--- config.mk ---
export PLATFORM = sky130hd
export DESIGN_NAME = sound_arbiter
export DESIGN_NICKNAME = d
export VERILOG_FILES = /design/src/rtl/sound_arbiter.sv
export SDC_FILE = /design/constraint.sdc
export NUM_CORES = 1
export LEC_CHECK = 0
export ABC_AREA = 1
export CAP_MARGIN = 20
export CORE_ASPECT_RATIO = 1.5
export CORE_MARGIN = 1.5
export CORE_UTILIZATION = 32
export DETAILED_ROUTE_END_ITERATION = 8
export PLACE_DENSITY = 0.54
export SKIP_CTS_REPAIR_TIMING = 1
export SLEW_MARGIN = 20
export SYNTH_ARGS = -nofsm -noshare
export SYNTH_HDL_FRONTEND = slang
export SYNTH_SLANG_ARGS = --single-unit
--- constraint.sdc ---
create_clock -name clk -period 5.7 [get_ports clk]
set_input_delay 0.855 -clock clk [delete_from_list [all_inputs] [get_ports clk]]
set_output_delay 0.855 -clock clk [all_outputs]
set_load 0.01 [all_outputs]
--- src/rtl/sound_arbiter.sv ---
// Shares the single tone path among the key, land, row and lose sound sources.
// Rising request edges queue as pending flags; one two-note effect plays at a time with strict preemption.
module sound_arbiter #(
  parameter int          KEY_LEN  = 2**20,
  parameter int          LAND_LEN = 2**22,
  parameter int          ROW_LEN  = 2**23,
  parameter int          LOSE_LEN = 2**23,
  parameter int          GAP_LEN  = 1024,
  parameter logic [19:0] F0A = 20'd50000,
  parameter logic [19:0] F0B = 20'd40000,
  parameter logic [19:0] F1A = 20'd60000,
  parameter logic [19:0] F1B = 20'd70000,
  parameter logic [19:0] F2A = 20'd30000,
  parameter logic [19:0] F2B = 20'd25000,
  parameter logic [19:0] F3A = 20'd90000,
  parameter logic [19:0] F3B = 20'd120000
) (
  input  logic        clk,
  input  logic        reset,
  input  logic [3:0]  req,
  input  logic        write_ready,
  input  logic        mute,
  output logic [19:0] freq,
  output logic        write_en,
  output logic [1:0]  active_id,
  output logic        busy
);

  typedef enum logic [1:0] {IDLE, PLAY, GAP} state_t;

  // Last count and half-point per source, precomputed at 24 bits so a length of 2**24 still works.
  localparam logic [23:0] KEY_LAST  = 24'(KEY_LEN - 1);
  localparam logic [23:0] LAND_LAST = 24'(LAND_LEN - 1);
  localparam logic [23:0] ROW_LAST  = 24'(ROW_LEN - 1);
  localparam logic [23:0] LOSE_LAST = 24'(LOSE_LEN - 1);
  localparam logic [23:0] KEY_HALF  = 24'(KEY_LEN / 2);
  localparam logic [23:0] LAND_HALF = 24'(LAND_LEN / 2);
  localparam logic [23:0] ROW_HALF  = 24'(ROW_LEN / 2);
  localparam logic [23:0] LOSE_HALF = 24'(LOSE_LEN / 2);
  localparam logic [23:0] GAP_LAST  = 24'(GAP_LEN - 1);

  state_t      state, state_nx;
  logic [3:0]  pend, pend_nx, pend_clr, req_d, above;
  logic [23:0] cnt, cnt_nx, cur_last, cur_half;
  logic [1:0]  id_nx;
  logic [19:0] tone_a, tone_b;

  function automatic logic [1:0] top_idx(input logic [3:0] v);
    if (v[3])      return 2'd3;
    else if (v[2]) return 2'd2;
    else if (v[1]) return 2'd1;
    else           return 2'd0;
  endfunction

  always_comb begin
    unique case (active_id)
      2'd0: begin cur_last = KEY_LAST;  cur_half = KEY_HALF;  tone_a = F0A; tone_b = F0B; end
      2'd1: begin cur_last = LAND_LAST; cur_half = LAND_HALF; tone_a = F1A; tone_b = F1B; end
      2'd2: begin cur_last = ROW_LAST;  cur_half = ROW_HALF;  tone_a = F2A; tone_b = F2B; end
      default: begin cur_last = LOSE_LAST; cur_half = LOSE_HALF; tone_a = F3A; tone_b = F3B; end
    endcase
  end

  // Only sources strictly above the one playing may cut in.
  assign above = pend & (4'b1110 << active_id);

  always_comb begin
    // NOTE: every signal gets a default before the case so no path leaves it unassigned (no latches).
    state_nx = state;
    cnt_nx   = cnt;
    id_nx    = active_id;
    pend_clr = '0;
    unique case (state)
      IDLE: begin
        if (|pend) begin
          state_nx = PLAY;
          id_nx    = top_idx(pend);
          cnt_nx   = '0;
          pend_clr = 4'b0001 << top_idx(pend);
        end
      end
      PLAY: begin
        if (|above) begin
          id_nx    = top_idx(above);
          cnt_nx   = '0;
          pend_clr = 4'b0001 << top_idx(above);
        end else if (cnt == cur_last) begin
          state_nx = GAP;
          cnt_nx   = '0;
        end else begin
          cnt_nx = cnt + 24'd1;
        end
      end
      GAP: begin
        if (cnt == GAP_LAST) begin
          state_nx = IDLE;
          cnt_nx   = '0;
        end else begin
          cnt_nx = cnt + 24'd1;
        end
      end
      default: begin
        state_nx = IDLE;
        cnt_nx   = '0;
      end
    endcase
    // A new edge on the granted source at the same edge re-queues it.
    pend_nx = (pend & ~pend_clr) | (req & ~req_d);
  end

  always_ff @(posedge clk) begin
    // NOTE: non-blocking assignments so every register samples pre-edge values.
    if (!reset) begin
      state     <= IDLE;
      pend      <= '0;
      req_d     <= '0;
      cnt       <= '0;
      active_id <= '0;
    end else begin
      state     <= state_nx;
      pend      <= pend_nx;
      req_d     <= req;
      cnt       <= cnt_nx;
      active_id <= id_nx;
    end
  end

  always_comb begin
    freq = '0;
    if (state == PLAY) freq = (cnt < cur_half) ? tone_a : tone_b;
  end

  assign write_en = (state == PLAY) & write_ready & ~mute;
  assign busy     = (state != IDLE);

endmodule

Word-level counts from Yosys, hierarchy flattened --
Index checks and enable logic that the tools add are counted.
Storage, ports and cells: input bits 8, logic and storage cells 68, RAM bits 0, output and inout port bits 24, memories kept 0, ROM bits 0, bits in latches 0, bits in registers 36
Cells by class: div/mod/pow operators 0, multiplexer cells 30, $mul 0, shift operators 3, bitwise logic cells 9, reduce and logical (&&, ||, !) cells 8, eq/ne operators 11, magnitude comparators 1, $add $sub $neg 1
Operators by type and width (number):
- $pmux W17 S3 | 2
- $mux W24 | 4
- $pmux W23 S2 | 2
- $pmux W24 S3 | 1
- $mux W20 | 2
- $add A24 B1 Y24 const B | 1
- $eq A24 B10 Y1 const B | 1
- $eq A24 B24 Y1 | 1
- $lt A24 B24 Y1 | 1
- $mux W2 | 12
- $and A4 B4 Y4 | 3
- $ne A2 B2 Y1 const B | 5
- $mux W4 | 2
- $not A4 Y4 | 2
- $pmux W4 S2 | 1
- $reduce_or A4 Y1 | 2
- $shl A1 B2 Y4 const A | 2
- $pmux W2 S3 | 1
- $eq A2 B1 Y1 const B | 2
- $eq A2 B2 Y1 const B | 2
- $logic_not A2 Y1 | 2
- $or A4 B4 Y4 | 1
- $pmux W2 S2 | 1
- $reduce_and A4 Y1 | 1
- other kinds (6) | 9

Logic depth before layout (Yosys ltp) --
depth in word-level cells 13, depth in mapped cells 15

Least setup slack after synthesis --
No wires, ideal clock.
path type register -> output, start register active_id[0], end output freq[11], data required time 4.845 ns, cell stages (with the launch flop) 13, data arrival time 2.043 ns, setup slack 2.802 ns, cells stage by stage dfxtp_1 > inv_1 > ha_1 > inv_1 > nand2_1 > ha_1 > inv_1 > nor2_1 > o21ai_0 > nand3_1 > buf_2 > nand2_1 > o22ai_1
Between the ends: longest elaborated chain between the ends 5
RTL lines:
- start: declaration | RTL line 25 | output logic [1:0] active_id,
- start signal: assignment | RTL line 124 | active_id <= id_nx;
- $eq A2 B1 Y1 / $logic_not A2 Y1 (equally long branches) | RTL line 56 | unique case (active_id)
- $pmux W23 S2 | RTL line 56
- $lt A24 B24 Y1 | RTL line 130 | if (state == PLAY) freq = (cnt < cur_half) ? tone_a : tone_b;
- $mux W20 * (2 in series) | RTL line 130
- end: declaration | RTL line 23 | output logic [19:0] freq,
Every way passes the cells marked *; elsewhere a longest branch is shown, timed or not.

Worst setup path after layout --
start register active_id[0], end output freq[7]
The elaborated chain is that of the path after synthesis.

==> results.yml <==
run_status:
  run_status: "finished clean"
finish:
  final_area_sq_um: 2970
  post-route-util: 0.390
  mostFrequentLayoutCell: "nand2_1"
  final_cell_mix: "95 x nand2_1, 75 x nor2_1, 50 x inv_1"
  fin_nets: 447
  nFillCells: 869
  area_delta_synth_final_pct: 18.7
  drive_gt1_frac: 0.0563
  n_antenna_cell: 0
place:
  place_area_sq_um: 2820
  gp_congestion: 0.890
  post-dp-hpwl_um: 5180
  port_buffers: 25
  dp_slack_ns: 2.06
drt:
  drt-wirelength-per-cell_um: 12.5
  via_count: 2521
  drtPass1Iterations: 4
  drc: 0
  antenna_left: 0
  viasPerCell: 4.77
  wl_um: 6600
  first_iter_violations: 81
sta:
  final.setup.worst_slack_ns: 1.75
  max_freq_mhz: 253
  slew_violations: 0
  max_slew_margin: 0.568
  setup_viol: 0
  worst_pin_slew_ns: 0.647
  rsz0062_at_grt: "false"
  skew_ns: 0.00443
  hold_viol: 0
  fin_setup_tns_ns: 0
  fin_crit_sh: 0.693
  period_minus_slack_ns: 3.95
pwr:
  p_leak_nw: 1.16
  ir_worst_vdd_mv: 0.126
  p_per_area_nw_per_um2: 376
  power_mw: 1.12
worst_setup_path:
  worst-path-buf-inv: 5
  crit_arrival_ns: 3.09
  cpPeakStageDelay_ns: 0.47
  path_cells: "inv_1 > ha_1 > inv_1 > nand2_1 > ha_1 > inv_1 > nor2_1 > o21ai_0 > nand3_1 > inv_1 > nor3_1 > nor2_1 > o21a_1 > clkdlybuf4s50_1"
  startpoint_type: "flop"
  crit_top_cell: "inv_1"
  worstSetupPathType: "reg2out"
  crit_family: "buffers and inverters"
  end_kind: "primary output"
  slowest_stage: "clkdlybuf4s50_1"
  worstPathRequired_ns: 4.85
  cp_max_fo: 11
clock_tree:
  cts.clk_slew.worst_paths_ns: 0.05
  clk_latency_ns: 0.28
  clk_path_buf_depth: 2
  htree_levels: 2
  cts-root-buf: "clkbuf_16"
  cts_tree: "built"
  cts_buffers: 5
  cts.sinks: 36
floorplanning:
  fp.dieW_um: 75.2
  die-area_sq_um: 8370
  rows: 39
  die_h_um: 111
  pin_count: 32
  floorplan.initialDensity: 0.329
  core-area_sq_um: 7610
logic_synthesis:
  ys_seq_elements: 36
  yosysSeqAreaShare: 0.288
  yosysTopAreaCell: "dfxtp_1"
  synth.area.top_cells: "dfxtp_1 29%, nand2_1 14%, nor2_1 11%, inv_1 7.5%, nand3_1 6.8%"
  syn_area_per_cell_sq_um: 6.21
  synthCells: 403
  netlist_area_sq_um: 2500
  synth_warnings: 0
  ys_types: 34
  synth_top_area_frac: 0.288
global_routing:
  antenna_found_initial: 0
  grt_pass1_wl_um: 10900
  grt_usage: 0.170
  grt_max_degree: 23
  grt_pass1_vias: 2392
  grt_overflow: 0
min_path:
  hold_path.class: "reg2reg"
run:
  cap_violations: 0
## layout make-up
type | instances | area, sq um | area share
Clock buffer | 7 | 153 | 0.0514
Inverter | 51 | 191 | 0.0645
Multi-Input combinational cell | 305 | 1510 | 0.509
Sequential cell | 36 | 721 | 0.243
Tap cell | 102 | 128 | 0.0430
Timing Repair Buffer | 27 | 265 | 0.0893
## state kept, by name, indices dropped and copies added, names as in the netlist
name,flops
active_id,2
cnt,24
state,2
req_d,4
pend,4
## worst register-to-register path, cell delays in order (launching register included)
cell	delay, ns
dfxtp_1	0.42
inv_1	0.13
ha_1	0.26
inv_1	0.09
nand2_1	0.07
ha_1	0.28
inv_1	0.04
nor2_1	0.16
nand2_1	0.07
nor2_1	0.12
nand2_1	0.11
nand3_2	0.09
nand2_4	0.11
a21oi_4	0.45
nor2_1	0.10
## per-layer routing
layer / part of all wire / up-vias / global-route usage
li1: - / 1320 / -
met1: 0.41 / 1141 / 0.186
met2: 0.53 / 50 / 0.310
met3: 0.037 / 10 / 0.0291
met4: 0.019 / 0 / 0.0679
met5: 0 / - / 0
## per-stage QoR
step                cells  hold slack, ns
global route          528           0.435
floorplan             408           0.399
CTS                   528           0.426
global placement      521           0.407
detailed placement    521           0.411
finish                528           0.422
## power by group
group          leakage [nW]  switching (mW)  internal (mW)  total (mW)
sequential            0.293          0.0186          0.272       0.291
clock                0.0760           0.102          0.183       0.285
combinational         0.792           0.341          0.201       0.541
total                  1.16           0.461          0.657        1.12
## cells by family (layout without fill, tap and decap cells)
logic type / after synthesis / after routing / share of synthesized area
other: 1 / 6 / 0.00150
DFF: 36 / 36 / 0.288
AOI/OAI and AO/OA: 56 / 56 / 0.133
and+or+nand+nor: 230 / 230 / 0.397
adders and majority gates: 13 / 13 / 0.0650
buffers and inverters: 67 / 85 / 0.115
## synth_stat cells
cell      count
a21oi_1      23
a21oi_4       1
buf_1         1
buf_2         5
buf_4         6
buf_6         1
clkbuf_1      2
clkbuf_2      1
conb_1        1
dfxtp_1      36
ha_1         13
inv_1        50
inv_2         1
nand2_1      95
nand2_2       3
nand2_4       1
nand3_1      34
nand3_2       2
nand3b_1      2
nand4_1       7
nor2_1       75
nor2_2        3
nor2_4        2
nor3_1        4
nor3_2        1
o211ai_1      4
o21a_1        1
o21ai_0      16
o21bai_1      4
o221ai_1      1
o22ai_1       3
o31ai_1       1
o32ai_1       2
or2_2         1
## final timing paths
| path | startpoint | to | slack [ns] | cells past startpoint |
|---|---|---|---|---|
| setup / recovery | active_id[0] | freq[7] | 1.75 | 14 |
| setup reg to reg | active_id[0] | cnt[6] | 3.08 | 14 |
| hold reg to reg | req_d[0] | pend[0] | 0.42 | 1 |
| hold / removal | req_d[0] | pend[0] | 0.42 | 1 |
(Power assumes the default switching activity.)
